### src/rtl/mul_acc_pkg.sv
// Shared constants for the multiplier APB register block:
// word indices, CTRL/STATUS bit positions and FSM states.
package mul_acc_pkg;

  localparam int IDX_CTRL   = 0;
  localparam int IDX_STATUS = 1;
  localparam int IDX_JOBCNT = 2;

  localparam int CTRL_START = 0;
  localparam int CTRL_MODE  = 1;
  localparam int CTRL_WRT   = 2;
  localparam int CTRL_RDT   = 4;
  localparam int CTRL_IE    = 6;

  localparam int ST_BUSY  = 0;
  localparam int ST_DONE  = 1;
  localparam int ST_CBUSY = 2;

  localparam int JOBCNT_W = 16;

  typedef enum logic [1:0] {
    S_IDLE   = 2'd0,
    S_LAUNCH = 2'd1,
    S_RUN    = 2'd2
  } state_e;

endpackage

### src/rtl/mul_apb_regs.sv
// APB register slice (CTRL/STATUS/JOBCNT) and job sequencer for the multiplier.
// Ports: clk_i/rst_ni; APB slave psel/penable/pwrite/paddr/pwdata -> prdata/pready/pslverr;
// job side start_FMEM_o, mod_o, write/read targets, cont_busy_i, write_flag_i, busy_o, irq_o.
module mul_apb_regs
  import mul_acc_pkg::*;
#(
  parameter int DATA_WIDTH  = 32,
  parameter int BUS_WIDTH   = 64,
  parameter int ADDR_WIDTH  = 16,
  parameter int SP_NTARGETS = 4
) (
  input  logic                  clk_i,
  input  logic                  rst_ni,
  input  logic                  psel_i,
  input  logic                  penable_i,
  input  logic                  pwrite_i,
  input  logic [ADDR_WIDTH-1:0] paddr_i,
  input  logic [BUS_WIDTH-1:0]  pwdata_i,
  output logic [BUS_WIDTH-1:0]  prdata_o,
  output logic                  pready_o,
  output logic                  pslverr_o,
  output logic                  start_FMEM_o,
  output logic                  mod_o,
  output logic [1:0]            write_target_o,
  output logic [1:0]            read_target_c_o,
  input  logic                  cont_busy_i,
  input  logic                  write_flag_i,
  output logic                  busy_o,
  output logic                  irq_o
);

  localparam int SHIFT = $clog2(BUS_WIDTH / 8);

  state_e state_q, state_d;

  logic                  access;
  logic                  wr_en;
  logic [ADDR_WIDTH-1:0] idx;
  logic                  sel_ctrl;
  logic                  sel_status;
  logic                  sel_jobcnt;
  logic                  sel_bad;
  logic                  ctrl_wr;
  logic                  ctrl_ok;
  logic                  done_clr;
  logic                  done_d;
  logic                  ie_d;
  logic                  busy;
  logic                  launch;
  logic                  finish;
  logic [BUS_WIDTH-1:0]  rdata;

  logic                  mod_q;
  logic [1:0]            wrt_q;
  logic [1:0]            rdt_q;
  logic                  ie_q;
  logic                  done_q;
  logic                  irq_q;
  logic [JOBCNT_W-1:0]   jobcnt_q;

  logic                  unused_bits;

  assign unused_bits = ^{pwdata_i[BUS_WIDTH-1:7],
                         DATA_WIDTH[0], SP_NTARGETS[0]};

  assign access     = psel_i & penable_i;
  assign wr_en      = access & pwrite_i;
  assign idx        = paddr_i >> SHIFT;
  assign sel_ctrl   = (idx == ADDR_WIDTH'(IDX_CTRL));
  assign sel_status = (idx == ADDR_WIDTH'(IDX_STATUS));
  assign sel_jobcnt = (idx == ADDR_WIDTH'(IDX_JOBCNT));
  assign sel_bad    = ~(sel_ctrl | sel_status | sel_jobcnt);

  // CTRL only accepts writes between jobs so targets stay stable
  assign ctrl_wr  = wr_en & sel_ctrl;
  assign ctrl_ok  = ctrl_wr & ~busy;
  assign done_clr = wr_en & sel_status & pwdata_i[ST_DONE];

  // a completion in the same cycle as a W1C keeps DONE set
  assign done_d = finish | (done_q & ~done_clr);
  assign ie_d   = ctrl_ok ? pwdata_i[CTRL_IE] : ie_q;

  always_comb begin
    state_d = state_q;
    busy    = 1'b0;
    launch  = 1'b0;
    finish  = 1'b0;
    unique case (state_q)
      S_IDLE: begin
        if (ctrl_ok && pwdata_i[CTRL_START]) begin
          state_d = S_LAUNCH;
        end
      end
      S_LAUNCH: begin
        busy    = 1'b1;
        launch  = 1'b1;
        state_d = S_RUN;
      end
      S_RUN: begin
        busy = 1'b1;
        if (write_flag_i) begin
          finish  = 1'b1;
          state_d = S_IDLE;
        end
      end
      default: state_d = S_IDLE;
    endcase
  end

  always_ff @(posedge clk_i or negedge rst_ni) begin
    if (!rst_ni) begin
      state_q  <= S_IDLE;
      mod_q    <= 1'b0;
      wrt_q    <= '0;
      rdt_q    <= '0;
      ie_q     <= 1'b0;
      done_q   <= 1'b0;
      irq_q    <= 1'b0;
      jobcnt_q <= '0;
    end else begin
      state_q <= state_d;
      ie_q    <= ie_d;
      done_q  <= done_d;
      irq_q   <= done_d & ie_d;
      if (ctrl_ok) begin
        mod_q <= pwdata_i[CTRL_MODE];
        wrt_q <= pwdata_i[CTRL_WRT +: 2];
        rdt_q <= pwdata_i[CTRL_RDT +: 2];
      end
      if (finish) begin
        jobcnt_q <= jobcnt_q + JOBCNT_W'(1);
      end
    end
  end

  // read mux is gated by reset so the bus sees zero while held
  always_comb begin
    rdata = '0;
    if (access && rst_ni) begin
      unique case (1'b1)
        sel_ctrl: begin
          rdata[CTRL_MODE]     = mod_q;
          rdata[CTRL_WRT +: 2] = wrt_q;
          rdata[CTRL_RDT +: 2] = rdt_q;
          rdata[CTRL_IE]       = ie_q;
        end
        sel_status: begin
          rdata[ST_BUSY]  = busy;
          rdata[ST_DONE]  = done_q;
          rdata[ST_CBUSY] = cont_busy_i;
        end
        sel_jobcnt: rdata[JOBCNT_W-1:0] = jobcnt_q;
        default:    rdata = '0;
      endcase
    end
  end

  assign prdata_o        = rdata;
  assign pready_o        = 1'b1;
  assign pslverr_o       = rst_ni & access & (sel_bad | (ctrl_wr & busy));
  assign start_FMEM_o    = launch;
  assign busy_o          = busy;
  assign mod_o           = mod_q;
  assign write_target_o  = wrt_q;
  assign read_target_c_o = rdt_q;
  assign irq_o           = irq_q;

endmodule
### config.mk
export PLATFORM = sky130hd
export DESIGN_NAME = mul_apb_regs
export DESIGN_NICKNAME = d
export VERILOG_FILES = /design/src/rtl/mul_acc_pkg.sv /design/src/rtl/mul_apb_regs.sv
export SDC_FILE = /design/constraint.sdc
export NUM_CORES = 1
export LEC_CHECK = 0
export BUFFER_PORTS_ARGS = -buffer_cell sky130_fd_sc_hd__buf_2
export CAP_MARGIN = 15
export CORE_MARGIN = 5
export CORE_UTILIZATION = 40
export CTS_BUF_LIST = sky130_fd_sc_hd__clkbuf_4
export CTS_CLUSTER_SIZE = 14
export DETAILED_ROUTE_END_ITERATION = 12
export PLACE_DENSITY = 0.84
export RECOVER_POWER = 100
export SETUP_SLACK_MARGIN = 0.4
export SLEW_MARGIN = 20
export SYNTH_ARGS = -nofsm -noshare
export SYNTH_HDL_FRONTEND = slang
export SYNTH_SLANG_ARGS = --single-unit
### constraint.sdc
create_clock -name clk_i -period 5.77 [get_ports clk_i]
set_input_delay 0.2885 -clock clk_i [delete_from_list [all_inputs] [get_ports clk_i]]
set_output_delay 0.2885 -clock clk_i [all_outputs]
set_load 0.02 [all_outputs]
==> results.md, run 1 <==
* Status: complete, no violations
* Post-synth top cells: 49 x buf_4, 26 x dfrtp_1, 11 x nand2_1, 11 x xnor2_1
* Max clock buf depth at 2
* Initial Utilization at 41.9%
* Hold_sp: pwdata_i[3]
* Ports at 161
* CTS root buffer: clkbuf_4
* CP required at 5.48 ns
* Critical path depth in cells at 6
* Routed WL per cell at 12.0 um
* CP delay by family, top: buffers and inverters
* Initial antenna violation count at 0
* Fill cell total of the finished layout at 464
* Critical path class: in -> out
* Vias in the first global route at 1328
* CTS resizes at 0
* Detailed Route WL at 3580 um
* Die ar. at 0.00612 mm^2
* CP Data Arrival Time at 3.42 ns
* Clk_lat worst skew at 0.32 ns
* Crit-path slowest cell: clkbuf_1
* Worst R2R Path Depth at 5
* Cell Area, Synth at 0.00186 mm^2
* Layout cells sized above 1 at 17.0%
* Grt ovf at 0
* Total power at 455 uW
* Critical Path End Type: primary output
* Post-synthesis simple-gate area fraction at 19.2%
* Critical path, cell by cell: dlygate4sd3_1, clkbuf_1, nand3_1, nor4_1, and2_1, buf_2
* Syn Area/Cell at 9.46 um^2
* DP HPWL at 2940 um
* MaxCap Viol Count at 0
* Setup violators final at 0
* Worst VDD drop at 0.102 mV
* Ys Warns at 0
* CP peak stage delay at 1.01 ns
* Worst-margin pin slew at 1.39 ns
* Post-Synth XOR/XNOR Area at 7.05%
* TritonCTS Sinks at 26
* Hold EP: write_target_o[1]
* CTS Buf Count at 3
* Final setup TNS at 0 ns
* Worst Setup Start Kind: input port
* Area grow syn2layout at 4.77%
* Power density over cell area at 233 mW/mm^2
* CTS Hold Bufs at 1
* Die Ht at 78.2 um
* Main synth FF type: dfrtp_1
* Antenna-violating nets left at 0
* # diodes at 0
* Tcrit/Tclk final at 64.3%
* Final worst path period need at 3.71 ns
* CTS tree: built
* Synth Register Bits at 26
* GRT Total Usage at 11.6%
* Final Hold Vio Count at 0
* Sequential share of the synthesized area at 34.9%
* Unrepaired setup endpoints after global routing: false
* Synth cell types at 36
* Core ar. at 0.00444 mm^2
* Max_slew headroom at 7.32%
* Drt pass-1 iters at 4
* Largest net degree at the start of global routing at 28
* Vias/cell at 4.51
* Top-area cell type share of the netlist area at 34.9%
* EDFF count, synth at 0
* Post-synthesis adder-cell area fraction at 3.36%
* Floorplan row count at 24
* Top cell type by total area after synthesis: dfrtp_1
* Post-CTS Repair Setup Buffers at 0
* Compound-cell area share of the yosys netlist at 4.84%
* CP Buf/Inv Count at 3
* Routed vias at 1347
* Largest family of logic cells by synthesized area: buffers and inverters
* DRC at 0
* Initial DRC count at 39
* Multiplexer share of the synthesized area at 7.25%
* Cells after synthesis at 197
* Setup Skew at 0.00335 ns
* First-pass GRT wire length at 5890 um
* H-tree depth at 1
* Crit Path Max Fanout at 27
* Post-synth ARST share at 100%
* Leakage dissipation at 0.00101 uW
* Max Clk Rate at 270 MHz
* RR Startpoint: state_q[1]
* Post-layout util at 43.9%
* Clock transition at the registers of the reported paths at 0.13 ns
* Final Slew Violations at 0
* Hold path depth at 2
* R2R Setup Slk at 3.44 ns
* RePlAce Congestion at 0.846
* Worst reg2reg endpoint: write_target_o[0]
* Die extent in x at 78.2 um
* PortBufs at 51
* Hold WC Path Type: in -> reg
* Ranking of synthesized cells by area: dfrtp_1 35%, buf_4 20%, xnor2_1 5.2%, mux2_4 4.0%, and2_1 3.4%
* Most frequent cell after synthesis: buf_4
* # nets final at 340
[sequential cells by signal, indices dropped and copies added (netlist names)]
| register | cells |
|---|---|
| done_q | 1 |
| ie_q | 1 |
| irq_o | 1 |
| jobcnt_q | 16 |
| mod_o | 1 |
| read_target_c_o | 2 |
| state_q | 2 |
| write_target_o | 2 |
[cells in the final DEF, fill, tap and decap left out, types with 2 or more instances in the layout]
cell type | synthesis | final
conb_1 | 2 | 49
buf_2 | 0 | 34
dfrtp_1 | 26 | 26
clkbuf_1 | 1 | 17
nand2_1 | 11 | 11
xnor2_1 | 11 | 11
nor2_1 | 10 | 10
and2_0 | 0 | 9
inv_1 | 8 | 8
nand3_1 | 8 | 8
mux2i_1 | 6 | 6
nor3_1 | 5 | 5
ha_1 | 5 | 5
or2_2 | 4 | 4
mux2_1 | 0 | 4
xor2_1 | 4 | 4
nor4_1 | 2 | 3
a21oi_1 | 3 | 3
o31ai_1 | 3 | 3
and4_1 | 3 | 3
nand4_1 | 3 | 3
clkbuf_4 | 0 | 3
nor2b_1 | 2 | 2
o311ai_0 | 2 | 2
[report_power, final]
group / internal, uW / leakage [uW] / switching (uW) / total, uW
Clock: 25.3 / 0.0000154 / 51.4 / 76.7
Sequential: 202 / 0.000352 / 20.0 / 222
Combinational: 53.8 / 0.000645 / 103 / 156
Total: 281 / 0.00101 / 174 / 455
[logic make-up after synthesis]
| logic type | Yosys count |
|---|---|
| compound gates | 12 |
| xor+xnor | 15 |
| fa+ha+maj | 5 |
| buf+inv | 61 |
| flops | 26 |
| mux | 11 |
| other cells | 2 |
| simple gates | 65 |
[per-layer routing]
layer	GRT usage [%]	wire, um
met1	14.2	1510
met4	1.57	10
met5	0	0
met2	21.2	1770
met3	2.86	286
[worst max path at each step]
stage / startpoint / end / slack [ns]
after global routing: rst_ni / prdata_o[9] / 1.52
after detailed placement: paddr_i[6] / prdata_o[9] / 3.46
after CTS: rst_ni / prdata_o[9] / 2.95
after floorplan: state_q[0] / mod_o / 3.66
after global placement: paddr_i[6] / prdata_o[9] / 3.46
final: rst_ni / prdata_o[14] / 2.06
[per-stage QoR]
step / hold WS, ns / worst slack, ns / cells / instance area (um^2)
floorplan: -0.00709 / 3.66 / 244 / 2040
global placement: 0.318 / 3.46 / 294 / 1960
detailed placement: 0.325 / 3.46 / 294 / 1960
CTS: 0.180 / 2.95 / 299 / 2000
global route: 0.166 / 1.52 / 299 / 1950
finish: 0.175 / 2.06 / 299 / 1950
[area by class of cell]
class                   instances  area [um^2]  share of cell area [%]
multi-input cells             157          936                    47.9
clock inverters                 1         3.75                   0.192
inverters                       8         30.0                    1.54
clock buffers                   3         22.5                    1.15
flip-flops and latches         26          651                    33.3
repair buffers                 52          244                    12.5
well taps                      52         65.1                    3.33
[worst reg2reg max path, stage by stage (launching register included)]
cell     delay, ns
dfrtp_1       0.41
inv_1         0.10
ha_1          0.33
or4_1         0.59
or2_0         0.41
mux2_1        0.38
No activity file was read; power rests on OpenSTA's default activity.
==> inputs of run 2 (changes only) <==
- CORE_UTILIZATION: 40 -> 39
- PLACE_DENSITY: 0.84 -> 0.82
- clock period: 5.77 -> 3.8 ns (I/O delays scaled with it)
==> results.md, run 2 (same netlist as run 1, synthesis figures left out) <==
* Status: complete, no violations
* Largest Register: jobcnt_q
* Clk_lat worst skew at 0.31 ns (about the same)
* Most common cell after layout, fill and taps aside: conb_1
* CTS Buf Count at 3 (unchanged)
* Area grow syn2layout at 4.77% (unchanged)
* Max Clk Rate at 345 MHz
* # diodes at 0 (unchanged)
* Detailed Route WL at 3620 um (+1.0%)
* Critical path class: in -> out
* Critical path, cell by cell: dlygate4sd3_1, buf_2, nand3_1, nor4_1, and2_0, buf_2
* Floorplan row count at 25 (+4.2%)
* CP Data Arrival Time at 2.71 ns (-0.71 ns)
* CP peak stage delay at 0.87 ns (-0.14 ns)
* CTS resizes at 0 (unchanged)
* CTS root buffer: clkbuf_4
* Die extent in x at 79.1 um (+1.1%)
* Crit Path Max Fanout at 27 (unchanged)
* CP required at 3.61 ns (-1.87 ns)
* Power density over cell area at 355 mW/mm^2 (+52%)
* Clock transition at the registers of the reported paths at 0.13 ns (about the same)
* Routed vias at 1372 (+1.9%)
* Initial DRC count at 38 (-2.6%)
* TritonCTS Sinks at 26 (unchanged)
* Setup Skew at 0.000926 ns (-0.00242 ns)
* Core ar. at 0.00469 mm^2 (+5.6%)
* Leakage dissipation at 0.00101 uW (+0.12%)
* Layout cells sized above 1 at 17.5% (+0.48 points)
* CTS Hold Bufs at 1 (unchanged)
* GRT Total Usage at 11.3% (-0.32 points)
* Drt pass-1 iters at 4 (unchanged)
* Most frequent cells in the layout: 49 x conb_1, 35 x buf_2, 26 x dfrtp_1
* Worst-margin pin slew at 1.10 ns (-0.291 ns)
* RePlAce Congestion at 0.820 (-3.0%)
* Max_slew headroom at 26.0% (+19 points)
* Worst VDD drop at 0.193 mV (+89%)
* Worst Setup Start Kind: input port
* Final Slew Violations at 0 (unchanged)
* Post-CTS Repair Setup Buffers at 0 (unchanged)
* H-tree depth at 1 (unchanged)
* Final Hold Vio Count at 0 (unchanged)
* Initial antenna violation count at 0 (unchanged)
* Unrepaired setup endpoints after global routing: false
* Hold WC Path Type: in -> reg
* First-pass GRT wire length at 5640 um (-4.3%)
* CTS tree: built
* Setup violators final at 0 (unchanged)
* Vias in the first global route at 1256 (-5.4%)
* Routed WL per cell at 12.1 um (+0.70%)
* Initial Utilization at 39.7% (-2.2 points)
* Largest net degree at the start of global routing at 28 (unchanged)
* Final setup TNS at 0 ns (unchanged)
* Die Ht at 79.1 um (+1.1%)
* Vias/cell at 4.57 (+1.5%)
* Antenna-violating nets left at 0 (unchanged)
* Max FFs per register at 16 (unchanged)
* Ports at 161 (unchanged)
* Die ar. at 0.00626 mm^2 (+2.2%)
* Post-layout util at 41.6% (-2.3 points)
* Grt ovf at 0 (unchanged)
* PortBufs at 51 (unchanged)
* Tcrit/Tclk final at 76.2%
* Max clock buf depth at 2 (unchanged)
* Critical Path End Type: primary output
* Final worst path period need at 2.90 ns
* DRC at 0 (unchanged)
* CP most frequent cell: buf_2
* MaxCap Viol Count at 0 (unchanged)
* Crit-path slowest cell: nor4_1
* # nets final at 340 (unchanged)
* DP HPWL at 2920 um (-0.91%)
[run 2: changes by cell type in the layout (fill, tap and decap cells not counted), sizes merged]
| cell | change |
|---|---|
| buf | +1 |
| clkbuf | -1 |
| clkinv | -1 |
[run 2: path summary, 6_finish.rpt]
check                                     end  slack (ns)    startpoint  cells past startpoint
max in group asynchronous              done_q        3.03        rst_ni                      2
min in group asynchronous               irq_o        0.38        rst_ni                      2
max                               prdata_o[9]        0.90        rst_ni                      6
min reg2reg                      jobcnt_q[15]        0.48  jobcnt_q[15]                      1
max reg2reg                read_target_c_o[1]        1.46    state_q[0]                      5
min                         write_target_o[0]        0.08   pwdata_i[2]                      2
[run 2: critical path: cells and delay by family]
kind | cells | cell delay (ns)
buf+inv | 3 | 1.17
simple gates | 3 | 1.34
[run 2: layer usage]
| metal | wire, um | vias up | GRT usage [%] |
|---|---|---|---|
| met1 | 1560 | 656 | 13.4 |
| met3 | 276 | 2 | 3.63 |
| li1 | - | 658 | - |
| met5 | 0 | - | 0 |
| met4 | 17 | 0 | 2.06 |
| met2 | 1760 | 56 | 20.1 |
[run 2: metrics by stage]
stage / hold slack (ns) / power, uW / cells / setup slack [ns] / instance area [um^2]
2_1_floorplan: -0.106 / 562 / 244 / 1.69 / 2040
3_3_place_gp: 0.224 / 576 / 296 / 1.65 / 1960
3_5_place_dp: 0.224 / 584 / 296 / 1.62 / 1960
4_1_cts: 0.0874 / 700 / 300 / 1.15 / 2000
5_1_grt: 0.0721 / 739 / 300 / 0.531 / 1950
6_report: 0.0795 / 693 / 300 / 0.903 / 1950
[run 2: report_power, final]
group | leakage [uW] | switching [uW] | internal, uW
clock | 0.0000138 | 78.4 | 37.1
combinational | 0.000648 | 158 | 81.0
sequential | 0.000352 | 31.8 | 307
total | 0.00101 | 268 | 425
[run 2: final cells by class]
type	instances	area, um^2
timing repair buffer	52	245
multi-input combinational	157	936
inverter	8	30.0
tap	54	67.6
clock buffer	3	22.5
fill	492	2740
sequential	26	651
